==> src/rtl/seven_seg_scanner.sv <==
// seven_seg_scanner
//   Time-multiplexed driver for DIGITS active-low 7-segment digits sharing one
//   segment bus. An internal prescaler sets the slot rate. Supported display
//   features are hex or clamped-BCD glyphs, leading-zero blanking, per-digit
//   blank/blink/decimal point, and a shadowed frame that only reloads at the
//   frame boundary, so a frame is never torn.
module seven_seg_scanner #(
    parameter int DIGITS     = 4,
    parameter int SCAN_BITS  = 13,
    parameter int BLINK_BITS = 25
) (
    input  logic                  clk,
    input  logic                  reset,
    input  logic [4*DIGITS-1:0]   value,
    input  logic                  load,
    input  logic                  hex_mode,
    input  logic                  lz_suppress,
    input  logic [DIGITS-1:0]     blank_mask,
    input  logic [DIGITS-1:0]     blink_mask,
    input  logic [DIGITS-1:0]     dp_in,
    output logic [DIGITS-1:0]     DIGIT,
    output logic [6:0]            DISPLAY,
    output logic                  DP,
    output logic                  frame_done
);

    localparam int               IDX_W    = $clog2(DIGITS);
    localparam logic [IDX_W-1:0] LAST_IDX = IDX_W'(DIGITS - 1);

    logic [SCAN_BITS-1:0]  presc;
    logic [BLINK_BITS-1:0] blink_cnt;
    logic [IDX_W-1:0]      idx;
    logic [4*DIGITS-1:0]   shadow_val;
    logic [DIGITS-1:0]     shadow_dp;
    logic                  pending;

    logic                  tick;
    logic                  boundary;
    logic                  capture;
    logic [IDX_W-1:0]      idx_nxt;
    logic [4*DIGITS-1:0]   frame_val;
    logic [DIGITS-1:0]     frame_dp;
    logic [3:0]            nib_p0;
    logic                  sel_dp;
    logic                  sel_blank;
    logic                  sel_blink;
    logic                  lead_zero;
    logic                  off_p0;

    // In BCD mode nibbles above 9 saturate to 9.
    function automatic logic [3:0] clamp_bcd(input logic [3:0] n, input logic hex);
        return (!hex && (n > 4'd9)) ? 4'd9 : n;
    endfunction

    // Active-low segment pattern {a,b,c,d,e,f,g} for one nibble.
    function automatic logic [6:0] seg_code(input logic [3:0] n);
        logic [6:0] s;
        case (n)
            4'h0:    s = 7'b0000001;
            4'h1:    s = 7'b1001111;
            4'h2:    s = 7'b0010010;
            4'h3:    s = 7'b0000110;
            4'h4:    s = 7'b1001100;
            4'h5:    s = 7'b0100100;
            4'h6:    s = 7'b0100000;
            4'h7:    s = 7'b0001111;
            4'h8:    s = 7'b0000000;
            4'h9:    s = 7'b0000100;
            4'hA:    s = 7'b0001000;
            4'hB:    s = 7'b1100000;
            4'hC:    s = 7'b0110001;
            4'hD:    s = 7'b1000010;
            4'hE:    s = 7'b0110000;
            default: s = 7'b0111000;
        endcase
        return s;
    endfunction

    // Free-running prescaler and blink counter; prescaler wrap marks a slot tick.
    always_ff @(posedge clk or negedge reset) begin
        if (!reset) begin
            presc     <= '0;
            blink_cnt <= '0;
        end else begin
            presc     <= presc + 1'b1;
            blink_cnt <= blink_cnt + 1'b1;
        end
    end

    // Slot sequencing, frame capture decision and glyph for the slot about to be shown.
    // When the frame reloads, the incoming value bypasses the shadow so digit 0
    // of the new frame already shows it.
    always_comb begin
        tick      = (presc == '1);
        boundary  = tick && (idx == LAST_IDX);
        capture   = boundary && (pending || load);
        idx_nxt   = (idx == LAST_IDX) ? '0 : idx + IDX_W'(1);
        frame_val = capture ? value : shadow_val;
        frame_dp  = capture ? dp_in : shadow_dp;

        nib_p0    = '0;
        sel_dp    = 1'b0;
        sel_blank = 1'b0;
        sel_blink = 1'b0;
        lead_zero = 1'b1;
        for (int i = 0; i < DIGITS; i++) begin
            if (IDX_W'(i) == idx_nxt) begin
                nib_p0    = frame_val[4*i +: 4];
                sel_dp    = frame_dp[i];
                sel_blank = blank_mask[i];
                sel_blink = blink_mask[i];
            end
            if ((IDX_W'(i) >= idx_nxt) && (frame_val[4*i +: 4] != 4'd0)) begin
                lead_zero = 1'b0;
            end
        end

        off_p0 = sel_blank
               || (sel_blink && blink_cnt[BLINK_BITS-1])
               || (lz_suppress && (idx_nxt != '0) && lead_zero);
    end

    // Slot index, pending load request and the frame shadow.
    always_ff @(posedge clk or negedge reset) begin
        if (!reset) begin
            idx        <= LAST_IDX;
            shadow_val <= '0;
            shadow_dp  <= '0;
            pending    <= 1'b0;
        end else begin
            if (tick) begin
                idx <= idx_nxt;
            end
            if (capture) begin
                shadow_val <= value;
                shadow_dp  <= dp_in;
                pending    <= 1'b0;
            end else if (load) begin
                pending    <= 1'b1;
            end
        end
    end

    // ---- output register stage: glyph latched on each tick, held between ticks ----
    // Registered anode, segment, decimal-point and frame pulse outputs.
    always_ff @(posedge clk or negedge reset) begin
        if (!reset) begin
            DIGIT      <= '1;
            DISPLAY    <= 7'b1111111;
            DP         <= 1'b1;
            frame_done <= 1'b0;
        end else begin
            frame_done <= boundary;
            if (tick) begin
                if (off_p0) begin
                    DIGIT   <= '1;
                    DISPLAY <= 7'b1111111;
                    DP      <= 1'b1;
                end else begin
                    DIGIT   <= ~(DIGITS'(1) << idx_nxt);
                    DISPLAY <= seg_code(clamp_bcd(nib_p0, hex_mode));
                    DP      <= ~sel_dp;
                end
            end
        end
    end

endmodule

==> config.mk <==
export PLATFORM = sky130hd
export DESIGN_NAME = seven_seg_scanner
export DESIGN_NICKNAME = d
export VERILOG_FILES = /design/src/rtl/seven_seg_scanner.sv
export SDC_FILE = /design/constraint.sdc
export NUM_CORES = 1
export LEC_CHECK = 0
export CORE_MARGIN = 2
export CORE_UTILIZATION = 59
export DETAILED_ROUTE_END_ITERATION = 8
export PLACE_DENSITY_LB_ADDON = 0.3
export SLEW_MARGIN = 20
export SYNTH_ARGS = -nofsm -noshare
export SYNTH_HDL_FRONTEND = slang
export SYNTH_SLANG_ARGS = --single-unit
==> constraint.sdc <==
create_clock -name clk -period 8.2 [get_ports clk]
set_clock_uncertainty 0.15 [all_clocks]
set_input_delay 2.46 -clock clk [delete_from_list [all_inputs] [get_ports clk]]
set_output_delay 2.46 -clock clk [all_outputs]
set_load 0.05 [all_outputs]
==> metrics.md <==
| Metric | Value |
|---|---|
| Pleak | 2.003 nW |
| Largest net degree at the start of global routing | 75 |
| Slew Limit Fails | 0 |
| Power Density | about 160 nW/um^2 |
| Hold buffers post-CTS | 0 |
| TritonCTS Buffers | 9 |
| Main synth FF type | dfrtp_1 |
| Starting Density | 0.6112 |
| Period utilization | 0.7560 |
| CP Launch Type | input pin |
| Core footprint | 5921 sq um |
| Net count reported at finish | 421 |
| Drt first pass iters | 4 |
| Vias/cell | around 6.0 |
| Worst-Skew Late Latency | 350 ps |
| Total GRT Usage | 0.2543 |
| Fin Hold WS | ~320 ps |
| Resized cells post-CTS | 0 |
| Number of diodes | 0 |
| Port bufs | 45 |
| Fmax | 161.3 MHz |
| Relative slew margins | 0.3909 |
| Worst slew pin tran | 913.6 ps |
| Congestion Overflow GR | 0 |
| # rows | 28 |
| Setup TNS | 0 ps |
| EDFF count, synth | 0 |
| DR iter-0 viols | around 170 |
| CTS tree | done |
| Crit path time final | between 6000 and 7000 ps |
| Root buf cell | clkbuf_8 |
| Fin. Hold Viols | 0 |
| Ys Warns | 0 |
| Final GP Congestion | 0.9155 |
| Cell taking the most area after synthesis | dfrtp_1 |
| WP data required | 8290 ps |
| Die Span X | roughly 82 um |
| Final setup fails | 0 |
| Min-delay worst type | register to register |
| Initial antenna violation count | 0 |
| Post-DRT Antenna Nets | 0 |
| Synthesized instance count | 325 |
| Peak VDD IR | 0.0001119 V |
| # Max-Cap Violations | 0 |
| CP endpoint kind | register |
| Clock sinks | 74 |
| H-tree depth | 3 |
| Vias in the first global route | 2704 |
| # Post-CTS Setup Buffers | 0 |
| Via count | approximately 2700 |
| Top post-synthesis cells by area | dfrtp_1, dfstp_2, xnor2_1 |
| Register area share after synthesis | 0.5166 |
| Maximum clock path buffer count | 2 |
| Post-Syn Area | 3618 sq um |
| WL final | 7965 um |
| Synth Net Count | 371 |
| Hpwl dp | 5442 um |
| Reg clk slew, reported paths | 70 ps |
| Wire length per cell | roughly 18 um |
| Syn avg cell area | 11.13 sq um |
| Share of layout cells above drive strength 1 | 0.1421 |
| Io pins | 46 |
| RSZ-0062 raised after global routing | false |
| Drt drc | 0 |
| Status | finished, final reports clean |
| First-pass GRT wire length | approximately 13000 um |
| Synth cell types | 51 |
| Total die area | approximately 6800 sq um |
| DP Cell Count | 439 |
| Flops & latches, synth | 74 |
| Asr flop ratio synth | 1.000 |
| Largest fanout on the critical path | 23 |
| Share of the synthesized area in the top cell type | 0.4149 |
| Die Ht | approximately 80 um |
| WP data arrival | 6290 ps |
| Non-Filler Instances | between 400 and 500 |
| Crit Path Category | input pin to register |
| P&R area growth vs syn | 19.40% |
-- stage by stage --
step                area, sq um  setup WS [ps]  utilization   power, W
floorplan                  3618           2790            -  0.0003741
CTS                        4320           2034       0.7297  0.0006802
detailed placement         4124           1675       0.6965  0.0003989
global route               4320           1698       0.7297  0.0007010
global placement           4124           1861       0.6965  0.0003987
finish                     4320           2001       0.7297  0.0006757
-- kinds of logic (layout without fill, tap and decap cells) --
group,count (synthesis),count (layout),synth area share
compound gates,49,49,0.09682
xor+xnor,34,34,0.08229
fa+ha+maj,13,13,0.04495
buf+inv,25,80,0.03181
flops,74,74,0.5166
mux,22,22,0.06985
simple gates,108,108,0.1577
-- power by group --
part                       switching (W)  leakage (nW)  total [W]  internal (W)
sequential     0.00000000000000000000633         0.951   0.000365      0.000365
combinational                  0.0000122         0.955  0.0000269     0.0000147
clock                           0.000134        0.0970   0.000284      0.000150
-- flip-flops by register name, summed over array words and instances (netlist names) --
name,flops
blink_cnt,25
idx,2
pending,1
DISPLAY,7
presc,13
frame_done,1
DP,1
DIGIT,4
shadow_dp,4
shadow_val,16
-- metal layers --
layer | track usage | part of all wire
met1 | 0.3403 | 0.45
met2 | 0.3976 | 0.47
met3 | 0.06630 | 0.060
met4 | 0.09833 | 0.021
met5 | 0 | 0
-- area by class of cell --
cell class | count | area [sq um]
sequential | 74 | 1869
multi-input combinational | 226 | 1634
fill | 398 | 1600
timing repair buffer | 47 | 460.4
clock buffer | 12 | 145.1
tap | 75 | 93.84
inverter | 17 | 66.31
clock inverter | 4 | 51.30
-- path summary, 6_finish.rpt --
kind	cells after the start	from	slack [ps]	end
max in group asynchronous	2	reset	5140	blink_cnt[24]$_DFF_PN0_
setup / recovery	13	load	2000	DISPLAY[3]$_DFFE_PN1N_
min in group asynchronous	2	reset	2160	presc[4]$_DFF_PN0_
setup reg to reg	13	idx[1]$_DFFE_PN1N_	3600	DISPLAY[3]$_DFFE_PN1N_
hold reg to reg	1	blink_cnt[5]$_DFF_PN0_	320	blink_cnt[5]$_DFF_PN0_
hold / removal	1	blink_cnt[5]$_DFF_PN0_	320	blink_cnt[5]$_DFF_PN0_
-- critical path, cell delays in order --
cell and delay [ps]:
clkdlybuf4s50_1 490, o211ai_1 140, nor4_4 230, buf_4 340, mux2_2 400, a221oi_2 570
or2_1 300, nand2b_1 110, a21oi_1 330, ha_1 320, nor3_1 190, a2111oi_0 100
a311oi_1 330
-- cells in the mapped netlist, types with 4 or more instances --
cell / number
clkbuf_1: 5
and3_1: 11
a221oi_1: 4
ha_1: 13
dfrtp_1: 60
nor4_1: 4
a21oi_1: 9
a31oi_1: 5
inv_1: 16
dfstp_2: 14
nand2_1: 14
mux2i_1: 5
mux2_2: 16
nand3_1: 23
xor2_1: 12
nor3_1: 7
nand4_1: 5
nor2_1: 28
xnor2_1: 22
o21ai_0: 7
-- placed cells by master (no fill, tap or decap), drive strengths merged, types with 12 or more instances in the layout --
cell type / instances
dfrtp: 60
mux2: 16
ha: 13
nor2: 28
dfstp: 14
nand3: 23
clkdlybuf4s50: 44
inv: 18
clkbuf: 12
nand2: 14
xnor2: 22
xor2: 12
No activity file was read; power rests on OpenSTA's default activity.
